[src/rtl/microcode_sequencer_if.sv]
// Control bundle between the SAP sequencer and the shared 8-bit bus datapath.
// master: the sequencer. It samples run, opcode and flags and drives every
//         strobe, plus halted and tstate.
// slave : the datapath side. It drives run, opcode and flags and receives
//         the strobes.
interface microcode_sequencer_if #(
    parameter int OPC_W = 4
);
    logic             run;
    logic [OPC_W-1:0] ir_opcode;
    logic             carry_flag;
    logic             zero_flag;

    logic pc_out;
    logic pc_inc;
    logic pc_load;
    logic mar_load;
    logic ram_read;
    logic ram_write;
    logic ir_load;
    logic ir_out;
    logic a_load;
    logic a_out;
    logic b_load;
    logic alu_out;
    logic alu_sub;
    logic flags_load;
    logic out_load;
    logic       halted;
    logic [2:0] tstate;

    modport master (
        input  run, ir_opcode, carry_flag, zero_flag,
        output pc_out, pc_inc, pc_load, mar_load, ram_read, ram_write,
               ir_load, ir_out, a_load, a_out, b_load, alu_out, alu_sub,
               flags_load, out_load, halted, tstate
    );

    modport slave (
        output run, ir_opcode, carry_flag, zero_flag,
        input  pc_out, pc_inc, pc_load, mar_load, ram_read, ram_write,
               ir_load, ir_out, a_load, a_out, b_load, alu_out, alu_sub,
               flags_load, out_load, halted, tstate
    );
endinterface

[src/rtl/microcode_sequencer.sv]
// SAP execute-phase control unit. It steps T0..T4 and decodes the IR opcode
// into one-cycle datapath strobes. All strobes are combinational from the
// state and the opcode.
// Ports: clk, rst (synchronous, active-high), bus (microcode_sequencer_if
//        master: run, opcode and flags in; strobes, halted and tstate out).
//
// state | meaning
// T0    | fetch: PC -> MAR (only when run=1)
// T1    | fetch: RAM -> IR, PC++
// T2    | execute step 1 (every opcode)
// T3    | execute step 2 (LDA, STA, ADD, SUB)
// T4    | execute step 3 (ADD, SUB)
// HALT  | HLT executed, only rst leaves
module microcode_sequencer #(
    parameter int OPC_W = 4,
    parameter int OPR_W = 4
) (
    input  logic                 clk,
    input  logic                 rst,
    microcode_sequencer_if.master bus
);
    // The operand width only sizes the datapath's IR-to-bus drive.
    // A width of zero would make that drive meaningless.
    if (OPR_W < 1) begin : g_bad_opr_w
        $error("microcode_sequencer: OPR_W must be at least 1");
    end

    // The encoding is the tstate value, so HALT reads back as 7.
    typedef enum logic [2:0] {
        T0   = 3'd0,
        T1   = 3'd1,
        T2   = 3'd2,
        T3   = 3'd3,
        T4   = 3'd4,
        HALT = 3'd7
    } state_t;

    localparam logic [OPC_W-1:0] OP_LDA = OPC_W'(1);
    localparam logic [OPC_W-1:0] OP_ADD = OPC_W'(2);
    localparam logic [OPC_W-1:0] OP_SUB = OPC_W'(3);
    localparam logic [OPC_W-1:0] OP_STA = OPC_W'(4);
    localparam logic [OPC_W-1:0] OP_LDI = OPC_W'(5);
    localparam logic [OPC_W-1:0] OP_JMP = OPC_W'(6);
    localparam logic [OPC_W-1:0] OP_JC  = OPC_W'(7);
    localparam logic [OPC_W-1:0] OP_JZ  = OPC_W'(8);
    localparam logic [OPC_W-1:0] OP_OUT = OPC_W'(14);
    localparam logic [OPC_W-1:0] OP_HLT = OPC_W'(15);

    state_t state, state_nxt;

    always_ff @(posedge clk) begin
        if (rst) state <= T0;
        else     state <= state_nxt;
    end

    always_comb begin
        state_nxt      = state;
        bus.pc_out     = 1'b0;
        bus.pc_inc     = 1'b0;
        bus.pc_load    = 1'b0;
        bus.mar_load   = 1'b0;
        bus.ram_read   = 1'b0;
        bus.ram_write  = 1'b0;
        bus.ir_load    = 1'b0;
        bus.ir_out     = 1'b0;
        bus.a_load     = 1'b0;
        bus.a_out      = 1'b0;
        bus.b_load     = 1'b0;
        bus.alu_out    = 1'b0;
        bus.alu_sub    = 1'b0;
        bus.flags_load = 1'b0;
        bus.out_load   = 1'b0;

        unique case (state)
            T0: begin
                if (bus.run) begin
                    bus.pc_out   = 1'b1;
                    bus.mar_load = 1'b1;
                    state_nxt    = T1;
                end
            end
            T1: begin
                bus.ram_read = 1'b1;
                bus.ir_load  = 1'b1;
                bus.pc_inc   = 1'b1;
                state_nxt    = T2;
            end
            T2: begin
                state_nxt = T0;
                case (bus.ir_opcode)
                    OP_LDA, OP_ADD, OP_SUB, OP_STA: begin
                        bus.ir_out   = 1'b1;
                        bus.mar_load = 1'b1;
                        state_nxt    = T3;
                    end
                    OP_LDI: begin
                        bus.ir_out = 1'b1;
                        bus.a_load = 1'b1;
                    end
                    OP_JMP: begin
                        bus.ir_out  = 1'b1;
                        bus.pc_load = 1'b1;
                    end
                    OP_JC: begin
                        bus.ir_out  = 1'b1;
                        bus.pc_load = bus.carry_flag;
                    end
                    OP_JZ: begin
                        bus.ir_out  = 1'b1;
                        bus.pc_load = bus.zero_flag;
                    end
                    OP_OUT: begin
                        bus.a_out    = 1'b1;
                        bus.out_load = 1'b1;
                    end
                    OP_HLT: state_nxt = HALT;
                    default: ;  // NOP and the undefined opcodes
                endcase
            end
            T3: begin
                state_nxt = T0;
                case (bus.ir_opcode)
                    OP_LDA: begin
                        bus.ram_read = 1'b1;
                        bus.a_load   = 1'b1;
                    end
                    OP_ADD, OP_SUB: begin
                        bus.ram_read = 1'b1;
                        bus.b_load   = 1'b1;
                        state_nxt    = T4;
                    end
                    OP_STA: begin
                        bus.a_out     = 1'b1;
                        bus.ram_write = 1'b1;
                    end
                    default: ;
                endcase
            end
            T4: begin
                state_nxt = T0;
                if (bus.ir_opcode == OP_ADD || bus.ir_opcode == OP_SUB) begin
                    bus.alu_out    = 1'b1;
                    bus.a_load     = 1'b1;
                    bus.flags_load = 1'b1;
                    bus.alu_sub    = (bus.ir_opcode == OP_SUB);
                end
            end
            HALT: state_nxt = HALT;
            default: state_nxt = T0;
        endcase

        // Reset overrides even the T0 fetch strobes. This lets an aborted
        // instruction (for example an STA caught in T3) write nothing.
        if (rst) begin
            bus.pc_out     = 1'b0;
            bus.pc_inc     = 1'b0;
            bus.pc_load    = 1'b0;
            bus.mar_load   = 1'b0;
            bus.ram_read   = 1'b0;
            bus.ram_write  = 1'b0;
            bus.ir_load    = 1'b0;
            bus.ir_out     = 1'b0;
            bus.a_load     = 1'b0;
            bus.a_out      = 1'b0;
            bus.b_load     = 1'b0;
            bus.alu_out    = 1'b0;
            bus.alu_sub    = 1'b0;
            bus.flags_load = 1'b0;
            bus.out_load   = 1'b0;
        end
    end

    assign bus.halted = (state == HALT);
    assign bus.tstate = state;
endmodule

[src/flat_wrapper.sv]
// flat-port wrapper written by rule: the top's interface ports become plain ports
module microcode_sequencer_flat 
#(
    parameter int OPC_W = 4,
    parameter int OPR_W = 4
)
  (clk, rst, bus_run, bus_ir_opcode, bus_carry_flag, bus_zero_flag, bus_pc_out, bus_pc_inc, bus_pc_load, bus_mar_load, bus_ram_read, bus_ram_write, bus_ir_load, bus_ir_out, bus_a_load, bus_a_out, bus_b_load, bus_alu_out, bus_alu_sub, bus_flags_load, bus_out_load, bus_halted, bus_tstate);
  microcode_sequencer_if #(.OPC_W(OPC_W)) bus_i ();
  input  logic clk;
  input  logic rst;
  input wire logic [$bits(bus_i.run)-1:0] bus_run;
  input wire logic [$bits(bus_i.ir_opcode)-1:0] bus_ir_opcode;
  input wire logic [$bits(bus_i.carry_flag)-1:0] bus_carry_flag;
  input wire logic [$bits(bus_i.zero_flag)-1:0] bus_zero_flag;
  output wire logic [$bits(bus_i.pc_out)-1:0] bus_pc_out;
  output wire logic [$bits(bus_i.pc_inc)-1:0] bus_pc_inc;
  output wire logic [$bits(bus_i.pc_load)-1:0] bus_pc_load;
  output wire logic [$bits(bus_i.mar_load)-1:0] bus_mar_load;
  output wire logic [$bits(bus_i.ram_read)-1:0] bus_ram_read;
  output wire logic [$bits(bus_i.ram_write)-1:0] bus_ram_write;
  output wire logic [$bits(bus_i.ir_load)-1:0] bus_ir_load;
  output wire logic [$bits(bus_i.ir_out)-1:0] bus_ir_out;
  output wire logic [$bits(bus_i.a_load)-1:0] bus_a_load;
  output wire logic [$bits(bus_i.a_out)-1:0] bus_a_out;
  output wire logic [$bits(bus_i.b_load)-1:0] bus_b_load;
  output wire logic [$bits(bus_i.alu_out)-1:0] bus_alu_out;
  output wire logic [$bits(bus_i.alu_sub)-1:0] bus_alu_sub;
  output wire logic [$bits(bus_i.flags_load)-1:0] bus_flags_load;
  output wire logic [$bits(bus_i.out_load)-1:0] bus_out_load;
  output wire logic [$bits(bus_i.halted)-1:0] bus_halted;
  output wire logic [$bits(bus_i.tstate)-1:0] bus_tstate;
  assign bus_i.run = bus_run;
  assign bus_i.ir_opcode = bus_ir_opcode;
  assign bus_i.carry_flag = bus_carry_flag;
  assign bus_i.zero_flag = bus_zero_flag;
  assign bus_pc_out = bus_i.pc_out;
  assign bus_pc_inc = bus_i.pc_inc;
  assign bus_pc_load = bus_i.pc_load;
  assign bus_mar_load = bus_i.mar_load;
  assign bus_ram_read = bus_i.ram_read;
  assign bus_ram_write = bus_i.ram_write;
  assign bus_ir_load = bus_i.ir_load;
  assign bus_ir_out = bus_i.ir_out;
  assign bus_a_load = bus_i.a_load;
  assign bus_a_out = bus_i.a_out;
  assign bus_b_load = bus_i.b_load;
  assign bus_alu_out = bus_i.alu_out;
  assign bus_alu_sub = bus_i.alu_sub;
  assign bus_flags_load = bus_i.flags_load;
  assign bus_out_load = bus_i.out_load;
  assign bus_halted = bus_i.halted;
  assign bus_tstate = bus_i.tstate;
  microcode_sequencer #(.OPC_W(OPC_W), .OPR_W(OPR_W)) u_core (.clk(clk), .rst(rst), .bus(bus_i));
endmodule
[config.mk]
export PLATFORM = sky130hd
export DESIGN_NAME = microcode_sequencer_flat
export DESIGN_NICKNAME = d
export VERILOG_FILES = /design/src/rtl/microcode_sequencer_if.sv /design/src/rtl/microcode_sequencer.sv /design/src/flat_wrapper.sv
export SDC_FILE = /design/constraint.sdc
export NUM_CORES = 1
export LEC_CHECK = 0
export CAP_MARGIN = 20
export CORE_AREA = 2 2 39 41
export CTS_BUF_LIST = sky130_fd_sc_hd__clkbuf_16
export DETAILED_ROUTE_END_ITERATION = 6
export DIE_AREA = 0 0 41 43
export GPL_TIMING_DRIVEN = 1
export PLACE_DENSITY_LB_ADDON = 0.08
export SYNTH_ARGS = -nofsm -noshare
export SYNTH_HDL_FRONTEND = slang
export SYNTH_SLANG_ARGS = --single-unit
[constraint.sdc]
create_clock -name clk -period 3.7 [get_ports clk]
set_input_delay 0.74 -clock clk [delete_from_list [all_inputs] [get_ports clk]]
set_output_delay 0.74 -clock clk [all_outputs]
set_load 0.005 [all_outputs]
# Word level (Yosys, flattened, before mapping)
# Cells that the tools add are included.
[op_classes]
n_mul = 0
eq_ne = 16
reduce_logical = 6
shift = 0
div_mod_pow = 0
n_bitwise = 0
n_mux = 42
n_addsub = 0
magnitude_cmp = 0
[op_table]
columns = ["op", "n"]
rows = [
  ["1-bit two-way mux", 33],
  ["4-bit by 3-bit == test with 1-bit output, second input constant", 4],
  ["3-bit case mux with 5 select lines", 1],
  ["4-bit == test, second input constant", 3],
  ["4-bit by 2-bit == test with 1-bit output, second input constant", 2],
  ["8-bit OR reduction", 1],
  ["3-bit by 2-bit == test with 1-bit output, second input constant", 2],
  ["3-bit == test, second input constant", 2],
  ["3-bit two-way mux", 2],
  ["1-bit case mux with 2 select lines", 3],
  ["1-bit case mux with 3 select lines", 2],
  ["3-bit case mux with 2 select lines", 1],
  ["4-bit by 1-bit == test with 1-bit output, second input constant", 1],
  ["4-bit OR reduction", 1],
  ["3-bit by 1-bit == test with 1-bit output, second input constant", 1],
  ["3-bit zero test", 1],
  ["3-bit OR reduction", 1],
  ["2-bit != test, second input constant", 1],
  ["2-bit OR reduction", 1],
  ["1-bit logical OR", 1],
]
[word_totals]
regBits = 3
input_bits = 9
mem_bits_ro = 0
mem_bits_rw = 0
latchBits = 0
mem_count = 0

# Longest topological paths before layout
# Gate-level depths: netlist of the first run.
[logic_depth]
ltp_word = 5
ltp_mapped = 5
mapped_depth_nobuf = 3

# Worst setup path before layout of the first run
# No wires, ideal clock.
[synth_timing]
kind = "input to output"
from = "input rst"
to = "output bus_ram_write"
stages = 3
setup_slack_ns = 1.450
arrival_ns = 1.510
required_time_ns = 2.960
path_buffers = 1
cell_sequence = "buf_4 -> or3b_4 -> nor4b_4"
[synth_via]
elab_chain_len = 1
[synth_lines]
columns = ["item", "line_no", "source"]
rows = [
  ["from (decl)", "flat_wrapper.sv:10", "input logic rst;"],
  ["1-bit two-way mux", "microcode_sequencer.sv:154", "if (rst) begin"],
  ["to (decl)", "flat_wrapper.sv:20", "output wire logic [$bits(bus_i.ram_write)-1:0] bus_ram_write;"],
]
# No other way between the ends.

# Worst setup path after layout of the first run
[layout_timing]
from = "input bus_ir_opcode[2]"
to = "output bus_ram_write"
[layout_via]
elab_chain_len = 4
[layout_lines]
columns = ["item", "line_no", "source"]
rows = [
  ["from (decl)", "flat_wrapper.sv:12", "input wire logic [$bits(bus_i.ir_opcode)-1:0] bus_ir_opcode;"],
  ["4-bit by 3-bit == test with 1-bit output", "microcode_sequencer.sv:122", "case (bus.ir_opcode)"],
  ["1-bit two-way mux", "microcode_sequencer.sv:122", ""],
  ["1-bit two-way mux", "microcode_sequencer.sv:74", "unique case (state)"],
  ["1-bit two-way mux", "microcode_sequencer.sv:154", ""],
]
# No other way between the ends.

==> results of run 1 <==
==> synth_stat cells (2+ instances only) <==
library cell and count:
dfxtp_1 3, and2b_1 2, nor2_1 7, nand2b_1 4, xor2_1 2, nand3_1 4
o21ai_0 2, nor3_1 4, buf_2 3, nand4b_1 4, buf_4 7, a21oi_1 4
nand2_1 3, nor4b_2 3
==> worst min-delay path by stage <==
stage,start,depth (start not counted),endpoint,slack (ns)
detailed placement,u_core.bus.tstate[1],2,u_core.bus.tstate[2],0.65
floorplan,u_core.bus.tstate[1],3,u_core.bus.tstate[2],0.64
finish,u_core.bus.tstate[1],2,u_core.bus.tstate[2],0.66
global placement,u_core.bus.tstate[1],2,u_core.bus.tstate[2],0.66
CTS,u_core.bus.tstate[1],2,u_core.bus.tstate[2],0.65
global route,u_core.bus.tstate[1],2,u_core.bus.tstate[2],0.71
==> critical path, stage by stage <==
cell             delay (ns)
clkdlybuf4s50_1        0.65
or3b_4                 0.45
nor4b_4                0.20
clkdlybuf4s50_1        0.53
==> cell type report <==
cell class	count	area, um2
multi-input cells	56	395
flip-flops and latches	3	60.1
clock buffers	3	75.1
fillers	133	544
well taps	16	20.0
repair buffers	29	285
clock inverters	1	3.75
==> routing by layer <==
layer	vias to the layer above	share of wire	GRT usage
li1	296	-	-
met1	237	0.45	0.222
met2	21	0.48	0.222
met3	2	0.058	0.0157
met4	0	0.0061	0.0800
met5	-	0	0
==> power by group through the flow <==
| stage | Sequential, mW | Combinational, mW | Clock, mW |
|---|---|---|---|
| after floorplan | 0.0362 | 0.0353 | 0 |
| after global placement | 0.0398 | 0.0510 | 0 |
| after detailed placement | 0.0402 | 0.0513 | 0 |
| after CTS | 0.0396 | 0.0521 | 0.171 |
| after global routing | 0.0403 | 0.0563 | 0.175 |
| final | 0.0396 | 0.0515 | 0.169 |
==> cell families after synthesis <==
family | count (synthesis) | share of synthesized area
compound gates | 12 | 0.134
xor+xnor | 2 | 0.0335
buf+inv | 10 | 0.129
flops | 3 | 0.115
simple gates | 42 | 0.589
==> cell usage in the layout, fill, tap and decap left out, types with 2 or more instances in the layout <==
cell and count:
a21oi_1 4, and2b_1 2, buf_4 2, clkbuf_16 3, clkdlybuf4s50_1 27, dfxtp_1 3, nand2_1 3, nand2b_1 4
nand3_1 4, nand4b_1 4, nor2_1 7, nor3_1 4, nor4b_2 3, o21ai_0 2, xor2_1 2
==> impl_metrics.py, run 1 <==
metrics = {
    "yosys": {
        "async_flop_share": 0,
        "synth_cell_types": 31,
        "netlist.area_leader.share": 0.115,
        "synth_seq_area_share": 0.115,
        "synth_area_per_cell_um2": 7.58,
        "synth_fp_nets": 78,
        "synth_edf_count": 0,
        "synth_largest_area_cell": "dfxtp_1",
        "synth_warnings": 0,
        "syn_area_um2": 523,
        "ys_ff_latch": 3,
        "synth_area_leaders": "dfxtp_1 11%, buf_4 10%, nor4b_2 8.6%",
        "synthCells": 69,
        "ys.flop_type": "dfxtp_1",
    },
    "floorplanning": {
        "coreArea_mm2": 0.00138,
        "die_x_um": 41,
        "rows": 14,
        "die_h_um": 43,
        "io_pins": 28,
        "start_util": 0.378,
        "dieArea_mm2": 0.00176,
    },
    "routing": {
        "ant_nets": 0,
        "routedWlPerCell_um": 12.2,
        "drtIter0Drc": 4,
        "vias": 556,
        "viasPerCell": 5.15,
        "drc": 0,
        "dr.pass1.iters": 4,
        "routed_wl_um": 1320,
    },
    "worst_setup_path": {
        "reg2reg_slack_ns": 2.35,
        "worst_ep_arrival_time_ns": 2.58,
        "cp_max_fo": 8,
        "start_kind": "primary input",
        "crit_type": "primary input to output port",
        "crit_path_end": "bus_ram_write",
        "worstPathRequired_ns": 2.96,
        "endpoint_kind": "output port",
        "r2r_end": "u_core.bus.tstate[2]",
        "reg2reg_depth": 3,
        "startpoint": "bus_ir_opcode[2]",
        "reg2reg_from": "u_core.bus.tstate[1]",
    },
    "global_routing": {
        "grt.total_usage": 0.156,
        "grt_pass1_vias": 428,
        "grt_overflow": 0,
        "grt_first_pass_wirelength_um": 1930,
        "grt_max_degree": 14,
        "antenna_found_initial": 0,
    },
    "sta": {
        "skew_ns": 0.00146,
        "rsz0062_at_grt": "no",
        "clock.fmax_mhz": 301,
        "worst_hold_slack_ns": 0.658,
        "fin_ws_ns": 0.376,
        "finalHoldViolations": 0,
        "fin_crit_sh": 0.898,
        "setup_viol": 0,
        "setup_tns_ns": 0,
        "period_minus_slack_ns": 3.32,
        "slew_viol_final": 0,
        "max-slew-margin-rel": 0.687,
        "tightest_slew_ns": 0.469,
    },
    "clock_network": {
        "clockBufferDepth": 2,
        "cts_setup_buffers": 0,
        "root_buffer": "clkbuf_16",
        "post_cts_resized": 0,
        "insertion_delay_ns": 0.22,
        "htree_levels": 1,
        "clock_sinks": 3,
        "tritoncts": "yes",
        "numCtsBuffers": 3,
        "cts.clk_slew.worst_paths_ns": 0.03,
        "holdBufCountCts": 0,
    },
    "outcome": {
        "status": "completed",
    },
    "pwr": {
        "p_int_mw": 0.203,
        "irDropWorstVdd_mv": 0.160,
        "switchingPower_mw": 0.0566,
        "power_frac_clock": 0.649,
        "seqPwrFrac": 0.153,
        "power_density_mw_per_mm2": 309,
        "cellLeakagePower_nw": 0.289,
        "combPwrFrac": 0.198,
        "sw_frac_of_total": 0.218,
        "total_power_mw": 0.260,
    },
    "placement": {
        "pre_cts_slack_ns": 0.376,
        "place_inst": 104,
        "numPortBuffers": 27,
        "placed_area_um2": 761,
        "gp_congestion": 0.749,
        "post-dp-hpwl_um": 909,
    },
    "min_path": {
        "hold_class": "flip-flop to flip-flop",
    },
    "cells_and_area": {
        "final_util": 0.607,
        "layout.nets": 102,
        "postLayoutCellArea_um2": 840,
        "antenna_cells": 0,
        "layout-drive-gt1-share": 0.141,
        "area_delta_synth_final_pct": 60.5,
        "largest_reg_flops": 3,
        "finalNonFillerCells": 108,
    },
    "run": {
        "maxCapViolations": 0,
    },
}
Power figures use the tool's default switching activity.
==> inputs of run 2 (changes only) <==
- CTS_BUF_LIST: sky130_fd_sc_hd__clkbuf_16 -> sky130_fd_sc_hd__clkbuf_8 sky130_fd_sc_hd__clkbuf_16
- PLACE_DENSITY: default -> 0.81
- PLACE_DENSITY_LB_ADDON: 0.08 -> default
==> impl_metrics.py, run 2 (synthesized netlist as in run 1, its figures left out) <==
metrics = {
    "outcome": {
        "status": "completed",
    },
    "clock_network": {
        "clockBufferDepth": 2,
        "cts_setup_buffers": 0,
        "htree_levels": 1,
        "post_cts_resized": 0,
        "clock_sinks": 3,
        "numCtsBuffers": 3,
        "cts.clk_slew.worst_paths_ns": 0.03,
        "holdBufCountCts": 0,
        "insertion_delay_ns": 0.22,
        "tritoncts": "yes",
        "root_buffer": "clkbuf_8",
    },
    "cells_and_area": {
        "postLayoutCellArea_um2": 806,
        "num-fill-cells": 130,
        "final_common_cell": "clkdlybuf4s50_1",
        "layout_common_cells": "27 x clkdlybuf4s50_1, 7 x nor2_1",
        "antenna_cells": 0,
        "area_delta_synth_final_pct": 54.1,
        "layout.nets": 102,
        "layout-drive-gt1-share": 0.141,
        "largest_reg_flops": 3,
    },
    "pwr": {
        "p_int_mw": 0.135,
        "irDropWorstVdd_mv": 0.0890,
        "switchingPower_mw": 0.0497,
        "combPwrFrac": 0.278,
        "sw_frac_of_total": 0.270,
        "power_density_mw_per_mm2": 229,
        "seqPwrFrac": 0.214,
        "cellLeakagePower_nw": 0.274,
        "power_frac_clock": 0.508,
    },
    "global_routing": {
        "grt_overflow": 0,
        "grt_first_pass_wirelength_um": 1900,
        "grt_max_degree": 14,
        "antenna_found_initial": 0,
        "grt.total_usage": 0.162,
        "grt_pass1_vias": 428,
    },
    "sta": {
        "max-slew-margin-rel": 0.690,
        "setup_viol": 0,
        "finalHoldViolations": 0,
        "skew_ns": 0.00286,
        "rsz0062_at_grt": "no",
        "setup_tns_ns": 0,
        "tightest_slew_ns": 0.464,
        "fin_crit_sh": 0.906,
        "worst_hold_slack_ns": 0.647,
        "clock.fmax_mhz": 298,
        "period_minus_slack_ns": 3.35,
        "slew_viol_final": 0,
    },
    "routing": {
        "dr.pass1.iters": 4,
        "drc": 0,
        "viasPerCell": 5.31,
        "ant_nets": 0,
        "routedWlPerCell_um": 12.0,
        "drtIter0Drc": 8,
        "vias": 573,
        "routed_wl_um": 1300,
    },
    "placement": {
        "numPortBuffers": 27,
        "post-dp-hpwl_um": 918,
        "placed_area_um2": 761,
        "gp_congestion": 0.823,
    },
    "floorplanning": {
        "start_util": 0.378,
        "die_h_um": 43,
        "dieArea_mm2": 0.00176,
        "io_pins": 28,
        "coreArea_mm2": 0.00138,
        "rows": 14,
        "die_x_um": 41,
    },
    "worst_setup_path": {
        "reg2reg_slack_ns": 2.37,
        "endpoint_kind": "output port",
        "worstPathRequired_ns": 2.96,
        "start_kind": "primary input",
        "cp_max_fo": 8,
        "worst_ep_arrival_time_ns": 2.61,
        "crit_type": "primary input to output port",
    },
    "min_path": {
        "hold_class": "flip-flop to flip-flop",
    },
    "run": {
        "maxCapViolations": 0,
    },
}
## run 2: cell count changes in the layout (fill, tap and decap cells not counted)
cell	previous run	this run
clkbuf_16	3	0
clkbuf_8	0	3
## run 2: stage by stage
step | power (mW) | setup slack (ns) | instances | utilization
detailed placement | 0.0909 | 0.358 | 104 | 0.550
floorplan | 0.0715 | 1.45 | 69 | -
global route | 0.198 | 0.312 | 108 | 0.582
global placement | 0.0901 | 0.394 | 104 | 0.550
CTS | 0.188 | 0.349 | 108 | 0.582
finish | 0.184 | 0.348 | 108 | 0.582
## run 2: cell type report
cell class | count | area, um2 | share of cell area
tap | 16 | 20.0 | 0.0248
sequential | 3 | 60.1 | 0.0745
clock buffer | 3 | 41.3 | 0.0512
multi-input combinational | 56 | 395 | 0.491
timing repair buffer | 29 | 285 | 0.354
clock inverter | 1 | 3.75 | 0.00466
## run 2: power by group through the flow
stage                     sequential [mW]  combinational, mW  clock, mW
after floorplan                    0.0362             0.0353          0
after global placement             0.0395             0.0507          0
after detailed placement           0.0399             0.0511          0
after CTS                          0.0394             0.0513     0.0975
after global routing               0.0401             0.0560      0.101
final                              0.0395             0.0512     0.0936
## run 2: path summary, 6_finish.rpt
kind                             start                   end  depth (start not counted)
setup / recovery      bus_ir_opcode[2]         bus_ram_write                          4
hold / removal    u_core.bus.tstate[1]  u_core.bus.tstate[2]                          2
setup reg to reg  u_core.bus.tstate[1]  u_core.bus.tstate[2]                          3
hold reg to reg   u_core.bus.tstate[1]  u_core.bus.tstate[2]                          2
## run 2: critical path, cell delays in order
cell	delay, ns
clkdlybuf4s50_1	0.67
or3b_4	0.46
nor4b_4	0.20
clkdlybuf4s50_1	0.53
## run 2: per-layer routing
layer	part of all wire	routed length [um]	GRT usage
met1	0.45	581	0.217
met2	0.48	627	0.228
met3	0.071	92	0.0314
met4	0	0	0.100
met5	0	0	0
==> inputs of run 3 (changes only) <==
- CORE_AREA: 2 2 39 41 -> default
- CORE_MARGIN: default -> 2
- CORE_UTILIZATION: default -> 34
- DIE_AREA: 0 0 41 43 -> default
- PLACE_DENSITY: 0.81 -> 0.74
- clock period: 3.7 -> 2.8 ns (I/O delays scaled with it)
==> impl_metrics.py, run 3 (synthesized netlist as in run 1, its figures left out) <==
metrics = {
    "outcome": {
        "status": "completed",
    },
    "clock_network": {
        "tritoncts": "yes",
        "htree_levels": 1,
        "clock_sinks": 3,
        "cts.clk_slew.worst_paths_ns": 0.03,
        "clockBufferDepth": 2,
        "root_buffer": "clkbuf_8",
        "insertion_delay_ns": 0.22,
        "numCtsBuffers": 3,
    },
    "worst_setup_path": {
        "worst_ep_arrival_time_ns": 2.18,
        "endpoint_kind": "output port",
        "critPathTopFamily": "buffers and inverters",
        "cp_max_fo": 9,
        "worstPathRequired_ns": 2.24,
        "max_stage_delay_ns": 0.54,
        "crit_path_frequent_cell": "clkdlybuf4s50_1",
        "crit_buf_inv": 3,
        "start_kind": "primary input",
        "crit_type": "primary input to output port",
        "cp_slowest_cell": "clkdlybuf4s50_1",
        "cp_cell_sequence": "clkdlybuf4s50_1, buf_4, nand2b_1, a211oi_1, clkdlybuf4s50_1",
    },
    "placement": {
        "gp_congestion": 0.775,
        "post-dp-hpwl_um": 1070,
        "place_inst": 115,
        "placed_area_um2": 843,
        "numPortBuffers": 27,
    },
    "floorplanning": {
        "die_x_um": 43.2,
        "coreArea_mm2": 0.00147,
        "io_pins": 28,
        "die_h_um": 43.2,
        "start_util": 0.355,
        "dieArea_mm2": 0.00187,
        "rows": 14,
    },
    "global_routing": {
        "grt_overflow": 0,
        "grt_first_pass_wirelength_um": 2220,
        "grt.total_usage": 0.163,
        "grt_max_degree": 14,
        "grt_pass1_vias": 522,
        "antenna_found_initial": 0,
    },
    "sta": {
        "fin_crit_sh": 0.978,
        "worst_hold_slack_ns": 0.653,
        "period_minus_slack_ns": 2.74,
        "max-slew-margin-rel": 0.691,
        "clock.fmax_mhz": 365,
        "setup_viol": 0,
        "skew_ns": 0.0000515,
        "rsz0062_at_grt": "yes",
        "tightest_slew_ns": 0.463,
        "finalHoldViolations": 0,
        "slew_viol_final": 0,
    },
    "cells_and_area": {
        "antenna_cells": 0,
        "layout-drive-gt1-share": 0.262,
        "final_util": 0.631,
        "layout.nets": 113,
        "postLayoutCellArea_um2": 928,
        "area_delta_synth_final_pct": 77.5,
        "final_common_cell": "clkdlybuf4s50_1",
        "finalNonFillerCells": 119,
        "largest_reg_flops": 3,
        "layout_common_cells": "23 x clkdlybuf4s50_1, 13 x buf_4, 7 x nor2_1",
    },
    "routing": {
        "vias": 625,
        "drc": 0,
        "routed_wl_um": 1440,
        "routedWlPerCell_um": 12.1,
        "ant_nets": 0,
        "dr.pass1.iters": 3,
        "viasPerCell": 5.25,
        "drtIter0Drc": 8,
    },
    "pwr": {
        "irDropWorstVdd_mv": 0.109,
        "cellLeakagePower_nw": 0.385,
        "power_density_mw_per_mm2": 282,
    },
    "run": {
        "maxCapViolations": 0,
    },
    "min_path": {
        "hold_class": "flip-flop to flip-flop",
    },
}
## run 3: cell types whose count changed in the layout (fill, tap and decap cells not counted), sizes merged
cell	before	now
clkdlybuf4s50	27	23
buf	2	13
dlymetal6s2s	0	4
## run 3: routing by layer
layer / GRT usage / part of all wire
met4: 0.109 / 0.028
met1: 0.207 / 0.44
met5: 0 / 0
met2: 0.236 / 0.48
met3: 0.0426 / 0.056
## run 3: cell type report
type                            count  area [um2]
Timing Repair Buffer               40         378
Sequential cell                     3        60.1
Multi-Input combinational cell     56         425
Clock inverter                      1        3.75
Clock buffer                        3        41.3
Tap cell                           16        20.0
Fill cell                         136         543
## run 3: repair_timing
item                                    CTS  global route
endpoints found under the setup margin    0             8
setup buffers                             0             0
hold buffers                              0             0
endpoints found under the hold margin     0             0
gates resized for setup                   0             9
## run 3: per-stage QoR
stage | worst slack, ns | power, mW | TNS [ns]
after CTS | 0.00952 | 0.260 | 0
after detailed placement | 0.0263 | 0.131 | 0
after global routing | -0.00973 | 0.276 | -0.00973
final | 0.0627 | 0.262 | 0
after global placement | 0.0188 | 0.130 | 0
after floorplan | 0.910 | 0.0944 | 0
## run 3: worst reg2reg max path, stage by stage (launching register included)
cell and delay, ns:
dfxtp_1 0.29, nand2b_1 0.19, or3b_4 0.42, o22ai_1 0.12
## run 3: final timing paths
path                             start                   end  slack [ns]  cells after the start
setup / recovery                   rst          bus_ram_read        0.06                      5
hold / removal    u_core.bus.tstate[1]  u_core.bus.tstate[2]        0.65                      3
setup reg to reg  u_core.bus.tstate[2]  u_core.bus.tstate[2]        1.70                      3
hold reg to reg   u_core.bus.tstate[1]  u_core.bus.tstate[2]        0.65                      3
## run 3: power by group
part	total, mW	leakage (nW)	internal, mW	switching (mW)
clock	0.128	0.0269	0.0938	0.0339
combinational	0.0844	0.334	0.0485	0.0359
sequential	0.0497	0.0245	0.0451	0.00457
total	0.262	0.385	0.187	0.0744
